$ cat src/rtl/hilo_muldiv_if.sv
// EX-stage handshake bundle between the pipeline and the HI/LO mult/div unit.
interface hilo_muldiv_if;
   logic        valid_i;
   logic [7:0]  hilo_op;     // {mfhi, mflo, mthi, mtlo, mult, multu, div, divu}
   logic [31:0] src1;
   logic [31:0] src2;
   logic        stall_ex;
   logic        flush;
   logic [31:0] hilo_rdata;
   logic        stallreq;
   logic        busy;

   modport master (
      output valid_i, hilo_op, src1, src2, stall_ex, flush,
      input  hilo_rdata, stallreq, busy
   );

   modport slave (
      input  valid_i, hilo_op, src1, src2, stall_ex, flush,
      output hilo_rdata, stallreq, busy
   );
endinterface

$ cat src/rtl/hilo_muldiv.sv
// HI/LO register owner: mfhi/mflo/mthi/mtlo, registered multiplier and a
// 32-step radix-2 restoring divider. Results commit when the instruction
// finally leaves EX, so HI/LO never change while an operation is in flight.
module hilo_muldiv #(
   parameter int MUL_CYCLES = 1,
   parameter int DIV_ITER   = 32
) (
   input  logic          clk,
   input  logic          rst,
   hilo_muldiv_if.slave  bus
);
   typedef enum logic [1:0] {S_IDLE, S_MUL, S_DIV, S_DONE} state_t;

   localparam logic [4:0] MUL_LAST = 5'(MUL_CYCLES - 1);
   localparam logic [4:0] DIV_LAST = 5'(DIV_ITER - 1);

   state_t      state_q, state_d;
   logic [31:0] hi_q, hi_d, lo_q, lo_d;
   logic [4:0]  cnt_q, cnt_d;
   // opa: multiplicand, or dividend magnitude that shifts into the quotient
   // opb: multiplier, or divisor magnitude
   logic [31:0] opa_q, opa_d, opb_q, opb_d;
   logic [31:0] rem_q, rem_d;
   logic [31:0] res_hi_q, res_hi_d, res_lo_q, res_lo_d;
   logic        mul_signed_q, mul_signed_d;
   logic        neg_quot_q, neg_quot_d;
   logic        neg_rem_q, neg_rem_d;

   logic op_mfhi, op_mflo, op_mthi, op_mtlo, op_mult, op_multu, op_div, op_divu;
   logic is_mul_op, is_div_op, start;
   logic src1_neg, src2_neg;

   assign {op_mfhi, op_mflo, op_mthi, op_mtlo, op_mult, op_multu, op_div, op_divu} = bus.hilo_op;
   assign is_mul_op = op_mult | op_multu;
   assign is_div_op = op_div  | op_divu;
   assign start     = bus.valid_i & (state_q == S_IDLE) & (is_mul_op | is_div_op) & ~bus.flush;
   assign src1_neg  = op_div & bus.src1[31];
   assign src2_neg  = op_div & bus.src2[31];

   assign bus.stallreq   = ~bus.flush & (start | (state_q == S_MUL) | (state_q == S_DIV));
   assign bus.busy       = (state_q != S_IDLE);
   assign bus.hilo_rdata = (bus.valid_i && op_mfhi) ? hi_q :
                           (bus.valid_i && op_mflo) ? lo_q : 32'd0;

   // 64x64 low half equals the 32x32 product once operands are extended by signedness
   logic [63:0] mul_a, mul_b, prod;
   assign mul_a = {{32{mul_signed_q & opa_q[31]}}, opa_q};
   assign mul_b = {{32{mul_signed_q & opb_q[31]}}, opb_q};
   assign prod  = mul_a * mul_b;

   // One restoring step: shift in the next dividend bit, subtract if it fits
   logic [32:0] rem_shift, rem_sub;
   logic        step_ok;
   logic [31:0] new_rem, new_quot, q_fix, r_fix;
   assign rem_shift = {rem_q, opa_q[31]};
   assign rem_sub   = rem_shift - {1'b0, opb_q};
   assign step_ok   = ~rem_sub[32];
   assign new_rem   = step_ok ? rem_sub[31:0] : rem_shift[31:0];
   assign new_quot  = {opa_q[30:0], step_ok};
   // A zero divisor leaves an all-ones quotient unsigned; the remainder fix
   // then restores the original dividend on its own.
   assign q_fix = (neg_quot_q && opb_q != 32'd0) ? (32'd0 - new_quot) : new_quot;
   assign r_fix = neg_rem_q ? (32'd0 - new_rem) : new_rem;

   // Next-state, operand capture, datapath steps and HI/LO commit
   always_comb begin
      state_d      = state_q;
      hi_d         = hi_q;
      lo_d         = lo_q;
      cnt_d        = cnt_q;
      opa_d        = opa_q;
      opb_d        = opb_q;
      rem_d        = rem_q;
      res_hi_d     = res_hi_q;
      res_lo_d     = res_lo_q;
      mul_signed_d = mul_signed_q;
      neg_quot_d   = neg_quot_q;
      neg_rem_d    = neg_rem_q;
      case (state_q)
         S_IDLE: begin
            if (bus.valid_i && !bus.stall_ex && !bus.flush) begin
               if (op_mthi) hi_d = bus.src1;
               if (op_mtlo) lo_d = bus.src1;
            end
            if (start) begin
               cnt_d = 5'd0;
               if (is_mul_op) begin
                  opa_d        = bus.src1;
                  opb_d        = bus.src2;
                  mul_signed_d = op_mult;
                  state_d      = S_MUL;
               end else begin
                  opa_d      = src1_neg ? (32'd0 - bus.src1) : bus.src1;
                  opb_d      = src2_neg ? (32'd0 - bus.src2) : bus.src2;
                  rem_d      = 32'd0;
                  neg_quot_d = src1_neg ^ src2_neg;
                  neg_rem_d  = src1_neg;
                  state_d    = S_DIV;
               end
            end
         end
         S_MUL: begin
            res_hi_d = prod[63:32];
            res_lo_d = prod[31:0];
            cnt_d    = cnt_q + 5'd1;
            if (cnt_q == MUL_LAST) state_d = S_DONE;
         end
         S_DIV: begin
            opa_d = new_quot;
            rem_d = new_rem;
            cnt_d = cnt_q + 5'd1;
            if (cnt_q == DIV_LAST) begin
               res_hi_d = r_fix;
               res_lo_d = q_fix;
               state_d  = S_DONE;
            end
         end
         S_DONE: begin
            if (!bus.stall_ex) begin
               state_d = S_IDLE;
               if (!bus.flush) begin
                  hi_d = res_hi_q;
                  lo_d = res_lo_q;
               end
            end
         end
         default: state_d = S_IDLE;
      endcase
      if (bus.flush) state_d = S_IDLE;
   end

   // State registers; reset abandons any operation without writing HI/LO
   always_ff @(posedge clk) begin
      if (rst) begin
         state_q      <= S_IDLE;
         hi_q         <= 32'd0;
         lo_q         <= 32'd0;
         cnt_q        <= 5'd0;
         opa_q        <= 32'd0;
         opb_q        <= 32'd0;
         rem_q        <= 32'd0;
         res_hi_q     <= 32'd0;
         res_lo_q     <= 32'd0;
         mul_signed_q <= 1'b0;
         neg_quot_q   <= 1'b0;
         neg_rem_q    <= 1'b0;
      end else begin
         state_q      <= state_d;
         hi_q         <= hi_d;
         lo_q         <= lo_d;
         cnt_q        <= cnt_d;
         opa_q        <= opa_d;
         opb_q        <= opb_d;
         rem_q        <= rem_d;
         res_hi_q     <= res_hi_d;
         res_lo_q     <= res_lo_d;
         mul_signed_q <= mul_signed_d;
         neg_quot_q   <= neg_quot_d;
         neg_rem_q    <= neg_rem_d;
      end
   end
endmodule
$ cat src/flat_wrapper.sv
// flat-port wrapper written by rule: the top's interface ports become plain ports
module hilo_muldiv_flat 
#(
   parameter int MUL_CYCLES = 1,
   parameter int DIV_ITER   = 32
)
  (clk, rst, bus_valid_i, bus_hilo_op, bus_src1, bus_src2, bus_stall_ex, bus_flush, bus_hilo_rdata, bus_stallreq, bus_busy);
  hilo_muldiv_if bus_i ();
  input  logic clk;
  input  logic rst;
  input wire logic [$bits(bus_i.valid_i)-1:0] bus_valid_i;
  input wire logic [$bits(bus_i.hilo_op)-1:0] bus_hilo_op;
  input wire logic [$bits(bus_i.src1)-1:0] bus_src1;
  input wire logic [$bits(bus_i.src2)-1:0] bus_src2;
  input wire logic [$bits(bus_i.stall_ex)-1:0] bus_stall_ex;
  input wire logic [$bits(bus_i.flush)-1:0] bus_flush;
  output wire logic [$bits(bus_i.hilo_rdata)-1:0] bus_hilo_rdata;
  output wire logic [$bits(bus_i.stallreq)-1:0] bus_stallreq;
  output wire logic [$bits(bus_i.busy)-1:0] bus_busy;
  assign bus_i.valid_i = bus_valid_i;
  assign bus_i.hilo_op = bus_hilo_op;
  assign bus_i.src1 = bus_src1;
  assign bus_i.src2 = bus_src2;
  assign bus_i.stall_ex = bus_stall_ex;
  assign bus_i.flush = bus_flush;
  assign bus_hilo_rdata = bus_i.hilo_rdata;
  assign bus_stallreq = bus_i.stallreq;
  assign bus_busy = bus_i.busy;
  hilo_muldiv #(.MUL_CYCLES(MUL_CYCLES), .DIV_ITER(DIV_ITER)) u_core (.clk(clk), .rst(rst), .bus(bus_i));
endmodule
$ cat config.mk
export PLATFORM = sky130hd
export DESIGN_NAME = hilo_muldiv_flat
export DESIGN_NICKNAME = d
export VERILOG_FILES = /design/src/rtl/hilo_muldiv_if.sv /design/src/rtl/hilo_muldiv.sv /design/src/flat_wrapper.sv
export SDC_FILE = /design/constraint.sdc
export NUM_CORES = 2
export LEC_CHECK = 0
export BUFFER_PORTS_ARGS = -buffer_cell sky130_fd_sc_hd__buf_2
export CORE_ASPECT_RATIO = 0.8
export CORE_MARGIN = 4
export CORE_UTILIZATION = 49
export CTS_CLUSTER_DIAMETER = 30
export DETAILED_ROUTE_END_ITERATION = 8
export HOLD_SLACK_MARGIN = 0.02
export PLACE_DENSITY = 0.67
export SYNTH_ARGS = -nofsm -noshare
export SYNTH_HDL_FRONTEND = slang
export SYNTH_SLANG_ARGS = --single-unit
$ cat constraint.sdc
create_clock -name clk -period 7.45 [get_ports clk]
set_clock_uncertainty 0.1 [all_clocks]
set_input_delay 1.1175 -clock clk [delete_from_list [all_inputs] [get_ports clk]]
set_output_delay 1.1175 -clock clk [all_outputs]
set_load 0.05 [all_outputs]
; ---- Word level (Yosys, flattened, before mapping)
; Cells that the tools add are included.
[op_classes]
add_sub_neg = 6
n_mul = 1
n_eq_ne = 13
muxes = 36
n_bitwise = 17
n_reduce_logical = 27
[op_table]
columns = cell, count
row1 = $mux W32, 22
row2 = $pmux W32 S2, 6
row3 = $sub A1 B32 Y32 const A, 4
row4 = $mul A33 B33 Y64, 1
row5 = $sub A33 B32 Y33, 1
row6 = $reduce_bool A32 Y1, 1
row7 = $ne A2 B2 Y1 const B, 8
row8 = $mux W2, 5
row9 = $pmux W5 S2, 1
row10 = $reduce_and A5 Y1, 2
row11 = $reduce_bool A2 Y1, 5
row12 = $reduce_and A3 Y1, 3
row13 = $and A1 B1 Y1, 8
row14 = $pmux W2 S4, 1
row15 = $reduce_and A2 Y1, 4
row16 = $add A5 B1 Y5 const B, 1
row17 = $eq A5 B5 Y1 const B, 1
row18 = $logic_and A1 B1 Y1, 5
row19 = $logic_not A5 Y1, 1
row20 = $mux W5, 1
row21 = $or A1 B1 Y1, 5
row22 = $eq A2 B2 Y1 const B, 2
row23 = $reduce_and A4 Y1, 1
row24 = $reduce_or A2 Y1, 2
row25 = other kinds (6), 9
[word_totals]
reg_bits = 234
wordCells = 112

; ---- Longest topological paths before layout
[depth]
word_depth = 7
ltp_mapped = 33
ltp_nobuf = 31

; ---- Worst setup path before layout
; No wires, ideal clock.
[synth_path]
path_kind = reg2reg
start = register u_core.opa_q[31]
end = register u_core.res_hi_q[31]
setup_time_ns = 0.122
t_arrival_ns = 7.837
required_time_ns = 7.228
slack_ns = -0.609
path_stages_with_launch = 31
synth_period_minus_slack_ns = 8.059
path_cell_list = dfxtp_1 > and2_1 > clkbuf_1 > nand2_1 > inv_1 > fa_1 > inv_1 > fa_1 > inv_1 > fa_1 > fa_1 > inv_1 > fa_1 > inv_1 > fa_1 > inv_1 > fa_1 > fa_1 > inv_1 > ha_1 > a21o_1 > a21oi_1 > nand2_1 > a2bb2oi_1 > o21ai_0 > o311a_1 > o21ai_0 > a21oi_1 > xnor2_1 > a22o_1 > a221o_1
[synth_via]
elab_chain_len = 6
word_cells_on_any_way = 8
cone_classes = 2 x add/sub / 1 x mul / 4 x mux / 1 x bitwise
[synth_lines]
columns = element, line_no
row1 = start: declaration, hilo_muldiv.sv:22  ; logic [31:0] opa_q, opa_d, opb_q, opb_d;
row2 = start signal: assignment, hilo_muldiv.sv:152  ; opa_q <= opa_d;
row3 = $sub A33 B32 Y33, hilo_muldiv.sv:56  ; assign rem_sub = rem_shift - {1'b0, opb_q};
row4 = $mux W32, hilo_muldiv.sv:58  ; assign new_rem = step_ok ? rem_sub[31:0] : rem_shift[31:0];
row5 = $sub A1 B32 Y32, hilo_muldiv.sv:63  ; assign r_fix = neg_rem_q ? (32'd0 - new_rem) : new_rem;
row6 = $mux W32, hilo_muldiv.sv:63
row7 = $mux W32, hilo_muldiv.sv:112  ; if (cnt_q == DIV_LAST) begin
row8 = $pmux W32 S2 *, hilo_muldiv.sv:79  ; case (state_q)
row9 = end signal: assignment, hilo_muldiv.sv:155  ; res_hi_q <= res_hi_d;
row10 = end: declaration, hilo_muldiv.sv:24  ; logic [31:0] res_hi_q, res_hi_d, res_lo_q, res_lo_d;
; Mark *: on every way between the ends. The rest lies on a longest branch, timed or not. The select of a mux whose other input is x is not followed.
; A chain may end at the register's enable or synchronous reset.

; ---- Final worst setup path
[layout_path]
start = register u_core.opb_q[0]
end = register u_core.res_hi_q[31]
[layout_via]
elab_chain_len = 6
word_cells_on_any_way = 7
cone_classes = 2 x add/sub / 1 x mul / 4 x mux
[layout_lines]
columns = element, line_no
row1 = start: declaration, hilo_muldiv.sv:22
row2 = start signal: assignment, hilo_muldiv.sv:153  ; opb_q <= opb_d;
row3 = $sub A33 B32 Y33, hilo_muldiv.sv:56
row4 = $mux W32, hilo_muldiv.sv:58
row5 = $sub A1 B32 Y32, hilo_muldiv.sv:63
row6 = $mux W32, hilo_muldiv.sv:63
row7 = $mux W32, hilo_muldiv.sv:112
row8 = $pmux W32 S2 *, hilo_muldiv.sv:79
; Marks and branches as above.

==> reports/results.ini <==
[outcome]
status=complete, but fails checks
violations=setup timing

[yosys]
syn-num-nets=7698
yosysSeqAreaShare_pct=8.84
ys_types=92
syn_area_per_cell_um2=8.50
ys_ff_latch=234
netlist_instances=6239
netlist_top_cells_count=inv_1 (1177), fa_1 (1126), nand2_1 (907), nor2_1 (409), clkbuf_1 (336)
synth.cell_area_um2=53000
yosys.area.top_type_share_pct=42.5
synth_edf_count=0
yosysWarnings=0
ys.flop_type=dfxtp_1
synth_area_leaders=fa_1 (43%), dfxtp_1 (8.8%), inv_1 (8.3%)
synth.largest_area_cell=fa_1
yosysMostFrequentCell=inv_1
synth-async-reset-ratio_pct=0

[worst_hold_path]
hold_start=u_core.res_lo_q[24]
whs_path_depth=2
hp-class=flop to flop
holdPathEnd=u_core.res_lo_q[24]

[place]
gp_congestion=0.961
dpl.hpwl_um=147000
portBuffers=110

[clocking]
cts_buffers=66
htreeDepth=3
clockRootBuffer=clkbuf_16
clk_pin_slew_worst_paths_ps=50
clock_latency_ps=620
postCtsHoldBufs=0
tritoncts=built
cts_max_path_buffers=3
cts.sinks=234

[setup_path]
reg2reg_from=u_core.opb_q[0]
critPathKind=flop to flop
critPathBufInv=7
startpoint_type=flop
required_ps=7840
cp-end-kind=flop
rrSetupSlack_ps=-710
cp_common_cell=fa_1
crit_slowest_cell=fa_2
cpLargestDelayFamily=adder cells
cp_slowest_stage_delay_ps=570
reg2regPathDepth=29
cp_max_fo=6
arrival_ps=8550
r2r_end=u_core.res_hi_q[31]

[finish]
n_fill_cell=9119
nNetsFinal=8152
layout-drive-gt1-share_pct=18.3
area_growth_pct=21.2
fin_util_pct=60.1

[grt]
grt_max_degree=177
grt_overflow=0
grt_pass1_vias=48000
grt_usage_pct=32.1
antenna_found_initial=15
grt_pass1_wl_um=280000

[route]
drtPass1Iterations=6
drt-vias-per-instance=5.62
drtIter0Drc=4004
drc=0
drt-total-wl_um=181000
dr_total_vias=45900
routedWlPerCell_um=22.2
ant_nets=0

[floorplanning]
rows=107
die_w_um=376
die_area_um2=114000
ioPinCount=111
die_y_um=302
coreArea_um2=107000
initial_core_util_pct=49.6

[timing]
setup_violations=36
worst_slew_pin_slew_ps=1400
whs_ps=375
rsz0062_at_grt=yes
hold_violations=0
fin_crit_ps=8160
min_period_over_period_pct=110
fin_ws_ps=-710
max_freq_mhz=123
setup_tns_ps=-15480
slew_headroom_pct=6.05
maxSlewViolCount=0

[job]
cap_violations=0

[power]
power.density_nw_per_um2=129
leakagePower_uw=0.0301
ir_worst_vdd_mv=0.157

==> cells by family after synthesis <==
family,synth area share (%)
AND/OR/NAND/NOR,16.8
buffers and inverters,11.2
XOR/XNOR,3.24
adder cells (fa/ha/maj),48.6
multiplexers,0.592
flip-flops,8.84
AO/OA/AOI/OAI,10.7
==> tightest hold or removal path: stages, from the launching register on <==
cell,delay [ps]
dfxtp_1,310
nand2_1,50
a21oi_1,60
==> timing repair <==
action,4_1_cts,5_1_grt
resized for setup,111,229
endpoints found under the setup margin,43,43
gates cloned,1,5
pin swaps,58,154
setup buffers,14,41
==> layout by cell type, fill, tap and decap left out, types with 19 or more instances in the layout <==
cell type / instances
a21o_1: 35
buf_2: 109
buf_12: 83
and2_1: 314
clkbuf_16: 72
inv_1: 1139
or3_1: 20
a211oi_1: 137
buf_4: 548
nand3_1: 32
o21a_1: 19
o21ai_0: 108
nor3_1: 65
o31ai_1: 25
buf_6: 33
fa_2: 40
dfxtp_1: 209
nor2b_1: 43
fa_1: 1086
mux2i_1: 28
xor2_1: 75
a21oi_1: 249
a22oi_1: 21
xnor2_1: 100
ha_4: 25
ha_1: 229
nand2_1: 895
nor2_1: 384
and3_1: 32
inv_2: 35
nor4_1: 22
a22o_1: 35
==> metrics by stage <==
| step | worst slack (ps) | cell area (um2) | power, uW | instances |
|---|---|---|---|---|
| after floorplan | -117 | 53600 | 3300 | 6239 |
| after global placement | -964 | 59800 | 4710 | 7989 |
| after detailed placement | -1010 | 59800 | 4760 | 7989 |
| after CTS | -631 | 62900 | 8030 | 8123 |
| after global routing | -869 | 64300 | 8670 | 8169 |
| final | -710 | 64300 | 8290 | 8176 |
==> sequential cells by signal (all words and copies together) (netlist names) <==
signal and flops:
u_core.cnt_q 5, u_core.hi_q 32, u_core.lo_q 32, u_core.mul_signed_q 1, u_core.neg_quot_q 1, u_core.neg_rem_q 1
u_core.opa_q 32, u_core.opb_q 32, u_core.rem_q 32, u_core.res_hi_q 32, u_core.res_lo_q 32, u_core.state_q 2
==> area by class of cell <==
| class | instances | area, um2 | share of cell area (%) |
|---|---|---|---|
| Clock buffer | 84 | 1860 | 2.89 |
| Antenna cell | 14 | 35.0 | 0.0545 |
| Timing Repair Buffer | 786 | 6980 | 10.9 |
| Multi-Input combinational cell | 4425 | 43800 | 68.2 |
| Inverter | 1180 | 4440 | 6.92 |
| Sequential cell | 234 | 4740 | 7.38 |
| Tap cell | 1417 | 1770 | 2.76 |
| Clock inverter | 36 | 591 | 0.919 |
==> worst max-delay path by stage <==
| stage | slack, ps | depth (start not counted) | start | endpoint |
|---|---|---|---|---|
| floorplan | -120 | 27 | u_core.opa_q[31] | u_core.res_hi_q[31] |
| global placement | -960 | 28 | u_core.opb_q[6] | u_core.res_hi_q[31] |
| detailed placement | -1010 | 28 | u_core.opb_q[6] | u_core.res_hi_q[31] |
| CTS | -630 | 30 | u_core.opb_q[1] | u_core.res_hi_q[31] |
| global route | -870 | 29 | u_core.opb_q[0] | u_core.res_hi_q[31] |
| finish | -710 | 29 | u_core.opb_q[0] | u_core.res_hi_q[31] |
==> layer usage <==
layer / wire (um) / up-vias / part of all wire [%] / track usage, %
met5: 40 / - / 0.022 / 0
met4: 9480 / 8 / 5.2 / 14.6
met3: 18000 / 432 / 9.9 / 7.89
met2: 82000 / 2043 / 45 / 50.3
met1: 72000 / 23300 / 40 / 42.4
li1: - / 20200 / - / -
==> power by group <==
group          internal [uW]  switching, uW
clock network           2190            971
registers               1320           76.4
logic                   1530           2210
total                   5040           3250
(Power assumes the default switching activity.)
